===== config.mk =====
export PLATFORM = sky130hd
export DESIGN_NAME = dds_sweep_ctrl
export DESIGN_NICKNAME = d
export VERILOG_FILES = /design/src/rtl/dds_sweep_ctrl.sv
export SDC_FILE = /design/constraint.sdc
export NUM_CORES = 1
export LEC_CHECK = 0
export CAP_MARGIN = 15
export CORE_ASPECT_RATIO = 1.4
export CORE_UTILIZATION = 55
export DETAILED_ROUTE_END_ITERATION = 8
export PLACE_DENSITY_LB_ADDON = 0.3
export RECOVER_POWER = 100
export SYNTH_ARGS = -nofsm -noshare
export SYNTH_HDL_FRONTEND = slang
export SYNTH_SLANG_ARGS = --single-unit
export TNS_END_PERCENT = 30

===== constraint.sdc =====
create_clock -name clkin_i -period 7.9 [get_ports clkin_i]
set_input_delay 1.58 -clock clkin_i [delete_from_list [all_inputs] [get_ports clkin_i]]
set_output_delay 1.58 -clock clkin_i [all_outputs]
set_load 0.05 [all_outputs]

===== src/rtl/dds_sweep_ctrl.sv =====
// Frequency-sweep sequencer for the DDS core: walks freq_word from start to stop
// in fixed steps, holding each point for a programmable dwell after the DDS acks it.
module dds_sweep_ctrl #(
    parameter int unsigned FW   = 20,
    parameter int unsigned DW   = 24,
    parameter int unsigned FMAX = 499999
) (
    input  logic          clkin_i,
    input  logic          rst_i,
    input  logic          start_i,
    input  logic          abort_i,
    input  logic          mode_i,
    input  logic [FW-1:0] f_start_i,
    input  logic [FW-1:0] f_stop_i,
    input  logic [FW-1:0] f_step_i,
    input  logic [DW-1:0] dwell_i,
    input  logic          freq_ack_i,
    output logic [FW-1:0] freq_word_o,
    output logic          freq_load_o,
    output logic          busy_o,
    output logic          done_o,
    output logic [7:0]    sweep_cnt_o
);

    localparam logic [2:0] S_IDLE  = 3'd0;
    localparam logic [2:0] S_LOAD  = 3'd1;
    localparam logic [2:0] S_DWELL = 3'd2;
    localparam logic [2:0] S_NEXT  = 3'd3;
    localparam logic [2:0] S_FIN   = 3'd4;

    localparam logic [FW-1:0] FMAX_W  = FW'(FMAX);
    localparam logic [DW-1:0] DW_ONE  = {{(DW-1){1'b0}}, 1'b1};

    logic [2:0]    state_q, state_d;
    logic [FW-1:0] cur_q, cur_d;
    logic [FW-1:0] fstart_q, fstart_d;
    logic [FW-1:0] fstop_q, fstop_d;
    logic [FW-1:0] fstep_q, fstep_d;
    logic [DW-1:0] dwell_q, dwell_d;
    logic [DW-1:0] cnt_q, cnt_d;
    logic          mode_q, mode_d;
    logic          up_q, up_d;
    logic [7:0]    swcnt_q, swcnt_d;

    logic [FW-1:0] start_clamp;
    logic [FW-1:0] stop_clamp;
    logic [FW:0]   sum;
    logic [FW:0]   diff;
    logic          at_stop;
    logic [FW-1:0] next_pt;

    // Next point is computed one bit wider so carry/borrow clamps to stop instead of wrapping.
    always_comb begin
        start_clamp = (f_start_i > FMAX_W) ? FMAX_W : f_start_i;
        stop_clamp  = (f_stop_i  > FMAX_W) ? FMAX_W : f_stop_i;
        sum         = {1'b0, cur_q} + {1'b0, fstep_q};
        diff        = {1'b0, cur_q} - {1'b0, fstep_q};
        at_stop     = (cur_q == fstop_q) || (fstep_q == '0);
        if (up_q) begin
            next_pt = (sum >= {1'b0, fstop_q}) ? fstop_q : sum[FW-1:0];
        end else begin
            next_pt = (diff[FW] || (diff[FW-1:0] <= fstop_q)) ? fstop_q : diff[FW-1:0];
        end
    end

    always_comb begin
        state_d  = state_q;
        cur_d    = cur_q;
        fstart_d = fstart_q;
        fstop_d  = fstop_q;
        fstep_d  = fstep_q;
        dwell_d  = dwell_q;
        cnt_d    = cnt_q;
        mode_d   = mode_q;
        up_d     = up_q;
        swcnt_d  = swcnt_q;

        if (state_q != S_IDLE && abort_i) begin
            state_d = S_IDLE;
        end else begin
            case (state_q)
                S_IDLE: begin
                    if (start_i && !abort_i) begin
                        fstart_d = start_clamp;
                        fstop_d  = stop_clamp;
                        fstep_d  = f_step_i;
                        dwell_d  = dwell_i;
                        mode_d   = mode_i;
                        up_d     = (start_clamp <= stop_clamp);
                        cur_d    = start_clamp;
                        swcnt_d  = '0;
                        state_d  = S_LOAD;
                    end
                end
                S_LOAD: begin
                    if (freq_ack_i) begin
                        cnt_d   = (dwell_q == '0) ? DW_ONE : dwell_q;
                        state_d = S_DWELL;
                    end
                end
                S_DWELL: begin
                    if (cnt_q <= DW_ONE) begin
                        state_d = S_NEXT;
                    end else begin
                        cnt_d = cnt_q - DW_ONE;
                    end
                end
                S_NEXT: begin
                    if (at_stop) begin
                        if (mode_q) begin
                            swcnt_d = swcnt_q + 8'd1;
                            cur_d   = fstart_q;
                            state_d = S_LOAD;
                        end else begin
                            state_d = S_FIN;
                        end
                    end else begin
                        cur_d   = next_pt;
                        state_d = S_LOAD;
                    end
                end
                S_FIN: begin
                    state_d = S_IDLE;
                end
                default: begin
                    state_d = S_IDLE;
                end
            endcase
        end
    end

    always_ff @(posedge clkin_i or posedge rst_i) begin
        if (rst_i) begin
            state_q  <= S_IDLE;
            cur_q    <= '0;
            fstart_q <= '0;
            fstop_q  <= '0;
            fstep_q  <= '0;
            dwell_q  <= '0;
            cnt_q    <= '0;
            mode_q   <= 1'b0;
            up_q     <= 1'b0;
            swcnt_q  <= '0;
        end else begin
            state_q  <= state_d;
            cur_q    <= cur_d;
            fstart_q <= fstart_d;
            fstop_q  <= fstop_d;
            fstep_q  <= fstep_d;
            dwell_q  <= dwell_d;
            cnt_q    <= cnt_d;
            mode_q   <= mode_d;
            up_q     <= up_d;
            swcnt_q  <= swcnt_d;
        end
    end

    // Outputs decode directly from registered state, so reset clears them asynchronously.
    assign freq_word_o = cur_q;
    assign freq_load_o = (state_q == S_LOAD);
    assign busy_o      = (state_q != S_IDLE);
    assign done_o      = (state_q == S_FIN);
    assign sweep_cnt_o = swcnt_q;

endmodule


==> flow_metrics.env, run 1 <==
export IMPL_result_of_the_run="finished with violations"
export IMPL_violations_in_the_final_reports="max-capacitance violations, max-slew violations"
export IMPL_fin_worst_hold_slack_ns=0.481
export IMPL_worstHoldPathCells=1
export IMPL_root_buffer="sky130_fd_sc_hd__clkbuf_16"
export IMPL_synthesis_instances=1315
export IMPL_num_rows=59
export IMPL_cts_repair_resized=0
export IMPL_share_of_the_synthesized_area_in_the_top_cell_type_pct=33.3
export IMPL_layout_worst_path_cycle_share_pct=76.7
export IMPL_clock_h_tree_levels=4
export IMPL_antenna_cells_inserted=0
export IMPL_worstPathArrival_ns=6.40
export IMPL_cp_cell_sequence="ha_1 > nand2b_1 > a221o_1 > a2111oi_0 > nor2_1 > xnor2_1 > ha_1 > a21o_1 > a21oi_1 > nand4_1 > o21ai_0 > a32oi_1 > a211oi_1 > clkbuf_1 > nor2_1 > a2111o_1 > o21ai_0"
export IMPL_report_final_hold_viol_count=0
export IMPL_vdd_ir_drop_worst_uv=208
export IMPL_yosysTopAreaCell="sky130_fd_sc_hd__dfrtp_1"
export IMPL_cts_tree="done"
export IMPL_buffers_plus_inverters_on_the_worst_setup_path=1
export IMPL_stdcell_count=1659
export IMPL_fmax_ghz=0.165
export IMPL_cap_viol_max_count=4
export IMPL_worst_skew_pair_late_latency_ns=0.44
export IMPL_n_fill_cell=1616
export IMPL_dp_hpwl_um=24400
export IMPL_leakage_power_uw=0.00555
export IMPL_slew_headroom_pct=-174
export IMPL_via_density_per_instance=6.19
export IMPL_placement_io_buffers=120
export IMPL_final_gp_congestion=0.985
export IMPL_dpl_worst_slack_ns=2.89
export IMPL_antenna_found_initial=0
export IMPL_grt_first_pass_wirelength_um=51900
export IMPL_post_synth_main_area_contributors="sky130_fd_sc_hd__dfrtp_1 33%, sky130_fd_sc_hd__ha_1 12%, sky130_fd_sc_hd__nand2_1 7.3%"
export IMPL_dpl_cell_area_um2=11900
export IMPL_grt_remaining_overflow=0
export IMPL_antenna_violating_nets_post_route=0
export IMPL_final_min_clock_period_ns=6.06
export IMPL_yosys_most_used_dff="sky130_fd_sc_hd__dfrtp_1"
export IMPL_synth_edff_count=0
export IMPL_final_max_slew_violation_count=242
export IMPL_worstHoldPathType="reg -> reg"
export IMPL_totalNegativeSetupSlack_ns=0
export IMPL_die_width_um=119
export IMPL_timing_clock_skew_ns=0.0120
export IMPL_route_vias_total=10275
export IMPL_finalWirelength_um=32600
export IMPL_top_level_ports=121
export IMPL_grt_total_usage_pct=33.6
export IMPL_cts_clk_slew_worst_paths_ns=0.06
export IMPL_design_core_area_um2=18800
export IMPL_initial_drc_count=874
export IMPL_yosysWarnings=0
export IMPL_clock_sinks=141
export IMPL_worst_endpoint_required_ns=8.24
export IMPL_final_common_cell="sky130_fd_sc_hd__nand2_1"
export IMPL_cell_count_after_placement=1628
export IMPL_netlist_area_um2=10600
export IMPL_multi_input_combinational_cell_area_um2=6490
export IMPL_tightest_slew_ns=4.08
export IMPL_layout_setup_ws_ns=1.84
export IMPL_setup_worst_path_class="reg -> reg"
export IMPL_via_count_of_the_first_global_routing_pass=10257
export IMPL_cts_repair_timing_setup_buffer_count=0
export IMPL_seq_area_frac_synth_pct=33.3
export IMPL_synth_async_sr_flop_share_pct=100
export IMPL_fin_nets=1598
export IMPL_synth_ff_latch_count=141
export IMPL_drt_pass1_iter_count=5
export IMPL_synth_cell_types=70
export IMPL_cp_depth=17
export IMPL_setup_violations_final=0
export IMPL_critical_path_max_fanout=22
export IMPL_highest_count_cells_in_the_layout_ignoring_fill_and_taps="207 x sky130_fd_sc_hd__nand2_1, 141 x sky130_fd_sc_hd__dfrtp_1, 118 x sky130_fd_sc_hd__a21oi_1, 108 x sky130_fd_sc_hd__o21ai_0"
export IMPL_crit_path_max_incr_delay_ns=0.81
export IMPL_crit_path_start_kind="register"
export IMPL_avgRoutedWirePerCell_um=19.6
export IMPL_drive_gt1_share_pct=4.10
export IMPL_power_density_nw_per_um2=352
export IMPL_fp_dieH_um=166
export IMPL_die_area_um2=19800
export IMPL_post_route_cell_area_um2=12500
export IMPL_grt_max_degree=89
export IMPL_layout_area_seq_um2=3530
export IMPL_start_util_pct=56.5
export IMPL_syn_avg_cell_area_um2=8.05
export IMPL_clock_path_buffers=2
export IMPL_drc_errors=0
export IMPL_cts_hold_buffers=0
export IMPL_path_delay_family="compound AO/OA/AOI/OAI gates"
export IMPL_timing_reg2reg_worst_path_depth=17
export IMPL_critical_path_slowest_cell="sky130_fd_sc_hd__clkbuf_1"
export IMPL_area_growth_pct=17.8
export IMPL_crit_path_end_kind="register"
export IMPL_synth_net_count=1510
export IMPL_tritoncts_num_buffers=17
export IMPL_grt_setup_unrepaired="no"
cell usage after synthesis, drive strengths merged, types with 17 or more instances:
| master | n |
|---|---|
| nor4 | 27 |
| nor2 | 104 |
| o21ai | 110 |
| clkbuf | 49 |
| xnor2 | 42 |
| inv | 84 |
| a221oi | 17 |
| nand3 | 20 |
| nor3 | 51 |
| nand2 | 207 |
| dfrtp | 141 |
| ha | 103 |
| a21oi | 119 |
worst reg2reg max path, stage by stage (launching register included):
cell and delay, ns:
sky130_fd_sc_hd__dfrtp_1 0.50, sky130_fd_sc_hd__ha_1 0.36, sky130_fd_sc_hd__nand2b_1 0.18, sky130_fd_sc_hd__a221o_1 0.35
sky130_fd_sc_hd__a2111oi_0 0.68, sky130_fd_sc_hd__nor2_1 0.17, sky130_fd_sc_hd__xnor2_1 0.27, sky130_fd_sc_hd__ha_1 0.30
sky130_fd_sc_hd__a21o_1 0.18, sky130_fd_sc_hd__a21oi_1 0.20, sky130_fd_sc_hd__nand4_1 0.11, sky130_fd_sc_hd__o21ai_0 0.25
sky130_fd_sc_hd__a32oi_1 0.19, sky130_fd_sc_hd__a211oi_1 0.27, sky130_fd_sc_hd__clkbuf_1 0.81, sky130_fd_sc_hd__nor2_1 0.53
sky130_fd_sc_hd__a2111o_1 0.52, sky130_fd_sc_hd__o21ai_0 0.09
metrics by stage:
step / total power (uW) / utilization [%]
after global placement: 3490 / 63.7
after detailed placement: 3540 / 63.7
after global routing: 4700 / 66.6
after floorplan: 2850 / -
final: 4400 / 66.6
after CTS: 4380 / 66.8
state kept, by name, summed over array words and instances (netlist names):
register and flops:
state_q 3, dwell_q 24, fstop_q 20, up_q 1, sweep_cnt_o 8, fstep_q 20, cnt_q 24, mode_q 1
freq_word_o 20, fstart_q 20
final cells by class:
class / instances / share of cell area [%]
clock inverters: 12 / 1.09
flip-flops and latches: 141 / 28.3
repair buffers: 129 / 10.0
multi-input cells: 1030 / 52.0
well taps: 244 / 2.45
clock buffers: 19 / 3.63
inverters: 84 / 2.54
per-layer routing:
layer	up-vias	track usage, %	routed length [um]	share of wire, %
met1	4867	37.0	12200	37
met2	433	58.2	16400	50
met3	134	5.43	1610	5.0
li1	4841	-	-	-
met4	0	24.1	2390	7.3
met5	-	0	0	0
cells by family (layout without fill, tap and decap cells):
group                      Yosys count  count (layout)  synth area share (%)
and+or+nand+nor                    485             485                  20.7
AOI/OAI and AO/OA                  369             369                  22.0
buffers and inverters              144             244                  5.41
DFF                                141             141                  33.3
adders and majority gates          105             105                  12.5
xor gates and xnor gates            58              58                  4.80
muxes                               11              11                  1.12
other                                2               2                0.0709
worst paths after layout:
path	start	to	slack, ns
setup reg to reg	freq_word_o[1]	freq_word_o[1]	1.84
hold / removal	fstart_q[19]	fstart_q[19]	0.48
hold reg to reg	fstart_q[19]	fstart_q[19]	0.48
min in group asynchronous	rst_i	dwell_q[14]	2.82
max in group asynchronous	rst_i	fstop_q[19]	2.35
setup / recovery	freq_word_o[1]	freq_word_o[1]	1.84
power by group:
group          total, uW  switching, uW  internal (uW)
combinational       2400           1490            908
sequential          1180            262            914
clock                824            341            483
total               4400           2090           2300
Note: power is estimated with default switching activity, not from simulation.
==> inputs of run 2 (changes only) <==
CORE_UTILIZATION = 52   (was 55)
clock period = 5.27 ns   (was 7.9 ns; I/O delays follow)
==> flow_metrics.env, run 2 (synthesized netlist as in run 1, its figures left out) <==
export IMPL_result_of_the_run="finished with violations"
export IMPL_violations_in_the_final_reports="max-capacitance violations, max-slew violations"
export IMPL_layout_setup_ws_ns=0.302
export IMPL_num_rows=61
export IMPL_crit_path_end_kind="register"
export IMPL_power_density_nw_per_um2=529
export IMPL_clock_path_buffers=2
export IMPL_via_density_per_instance=6.08
export IMPL_leakage_power_uw=0.00563
export IMPL_vdd_ir_drop_worst_uv=381
export IMPL_reg_top3="cnt_q: 24 flops, dwell_q: 24 flops"
export IMPL_antenna_violating_nets_post_route=0
export IMPL_fin_nets=1615
export IMPL_clock_sinks=141
export IMPL_setup_worst_path_class="reg -> reg"
export IMPL_avgRoutedWirePerCell_um=19.8
export IMPL_route_vias_total=10235
export IMPL_top_level_ports=121
export IMPL_report_final_hold_viol_count=0
export IMPL_setup_violations_final=0
export IMPL_tightest_slew_ns=2.23
export IMPL_cts_repair_timing_setup_buffer_count=0
export IMPL_worstHoldPathType="reg -> reg"
export IMPL_grt_max_degree=98
export IMPL_combPwrFrac_pct=56.1
export IMPL_worst_skew_pair_late_latency_ns=0.43
export IMPL_slew_headroom_pct=-48.6
export IMPL_n_fill_cell=1795
export IMPL_finalWirelength_um=33300
export IMPL_root_buffer="sky130_fd_sc_hd__clkbuf_16"
export IMPL_clock_h_tree_levels=4
export IMPL_drt_pass1_iter_count=6
export IMPL_layout_worst_path_cycle_share_pct=94.3
export IMPL_critical_path_max_fanout=22
export IMPL_final_min_clock_period_ns=4.97
export IMPL_dp_hpwl_um=25700
export IMPL_final_gp_congestion=0.959
export IMPL_grt_total_usage_pct=32.7
export IMPL_timing_clock_skew_ns=0.0146
export IMPL_antenna_cells_inserted=0
export IMPL_worstPathArrival_ns=5.28
export IMPL_drive_gt1_share_pct=5.24
export IMPL_initial_drc_count=738
export IMPL_pwr_share_seq_pct=25.7
export IMPL_design_core_area_um2=19900
export IMPL_cts_repair_resized=0
export IMPL_grt_first_pass_wirelength_um=51600
export IMPL_cts_clk_slew_worst_paths_ns=0.06
export IMPL_cts_tree="done"
export IMPL_layout_core_utilization_pct=63.4
export IMPL_final_max_slew_violation_count=253
export IMPL_placement_io_buffers=120
export IMPL_area_growth_pct=19.2
export IMPL_antenna_found_initial=0
export IMPL_grt_remaining_overflow=0
export IMPL_cts_hold_buffers=0
export IMPL_die_width_um=123
export IMPL_dpl_worst_slack_ns=0.395
export IMPL_die_area_um2=21000
export IMPL_crit_path_start_kind="register"
export IMPL_grt_setup_unrepaired="no"
export IMPL_tritoncts_num_buffers=17
export IMPL_start_util_pct=53.2
export IMPL_fmax_ghz=0.201
export IMPL_cap_viol_max_count=5
export IMPL_drc_errors=0
export IMPL_total_switching_power_uw=3180
export IMPL_sw_frac_of_total_pct=47.6
export IMPL_highest_count_cells_in_the_layout_ignoring_fill_and_taps="207 x sky130_fd_sc_hd__nand2_1, 141 x sky130_fd_sc_hd__dfrtp_1, 118 x sky130_fd_sc_hd__a21oi_1, 107 x sky130_fd_sc_hd__o21ai_0, 103 x sky130_fd_sc_hd__ha_1"
export IMPL_via_count_of_the_first_global_routing_pass=10071
export IMPL_clock_power_share_pct=18.3
export IMPL_fp_dieH_um=171
export IMPL_power_report_internal_total_uw=3500
export IMPL_totalNegativeSetupSlack_ns=0
export IMPL_final_common_cell="sky130_fd_sc_hd__nand2_1"
export IMPL_worst_endpoint_required_ns=5.58
-- run 2: metal layers --
layer	track usage (%)	share of wire, %	vias up
met5	0	0	-
met1	34.8	37	4847
met4	24.8	7.9	0
met2	58.1	51	388
met3	3.93	4.2	125
li1	-	-	4875
-- run 2: per-stage QoR --
step	hold WS, ns	power [uW]	area (um2)	std cells
floorplan	0.445	4270	10600	1315
global placement	0.457	5400	12100	1653
detailed placement	0.468	5430	12100	1653
CTS	0.481	6690	12700	1684
global route	0.496	7120	12600	1684
finish	0.481	6680	12600	1684
-- run 2: cell type report --
class                   count  area (um2)  area share (%)
inverters                  84         319            2.53
clock buffers              17         425            3.37
clock inverters            14         165            1.31
multi-input cells        1030        6490            51.4
repair buffers            146        1390            11.0
flip-flops and latches    141        3530            27.9
well taps                 252         315            2.50
-- run 2: worst max-delay path, cell delays in order, from the launching register on --
cell and delay, ns:
sky130_fd_sc_hd__dfrtp_1 0.42, sky130_fd_sc_hd__inv_1 0.08, sky130_fd_sc_hd__ha_1 0.44, sky130_fd_sc_hd__a2111o_1 0.48, sky130_fd_sc_hd__a31o_1 0.27, sky130_fd_sc_hd__a31oi_4 0.21, sky130_fd_sc_hd__nand2_1 0.16, sky130_fd_sc_hd__a21o_1 0.22
sky130_fd_sc_hd__a21oi_1 0.17, sky130_fd_sc_hd__xnor2_1 0.25, sky130_fd_sc_hd__ha_1 0.32, sky130_fd_sc_hd__and4_1 0.17, sky130_fd_sc_hd__and4_1 0.20, sky130_fd_sc_hd__o21ai_0 0.12, sky130_fd_sc_hd__o2111ai_1 0.18, sky130_fd_sc_hd__o311ai_2 0.22
sky130_fd_sc_hd__nor2_4 0.05, sky130_fd_sc_hd__buf_4 0.24, sky130_fd_sc_hd__a221o_1 0.34, sky130_fd_sc_hd__a221oi_1 0.21, sky130_fd_sc_hd__nor2_1 0.08
-- run 2: path summary, 6_finish.rpt --
| path | startpoint | endpoint | slack [ns] | cells past startpoint |
|---|---|---|---|---|
| worst max-delay path | fstep_q[4] | freq_word_o[10] | 0.30 | 20 |
| worst min-delay path | fstart_q[11] | fstart_q[11] | 0.48 | 1 |
| worst max register to register | fstep_q[4] | freq_word_o[10] | 0.30 | 20 |
| worst min register to register | fstart_q[11] | fstart_q[11] | 0.48 | 1 |
| max in group asynchronous | rst_i | sweep_cnt_o[6] | 1.45 | 3 |
| min in group asynchronous | rst_i | fstep_q[10] | 1.76 | 2 |
-- run 2: power by group through the flow --
stage / clock network, uW / logic [uW] / registers [uW]
after CTS: 1230 / 3750 / 1710
after global placement: 0 / 3690 / 1710
after global routing: 1280 / 4100 / 1740
final: 1220 / 3750 / 1720
after floorplan: 0 / 2500 / 1770
after detailed placement: 0 / 3710 / 1720
==> inputs of run 3 (changes only) <==
SKIP_CTS_REPAIR_TIMING = 1   (was default)
==> results of run 3 <==
Final layout, timing and power as in run 2 (identical DEF).
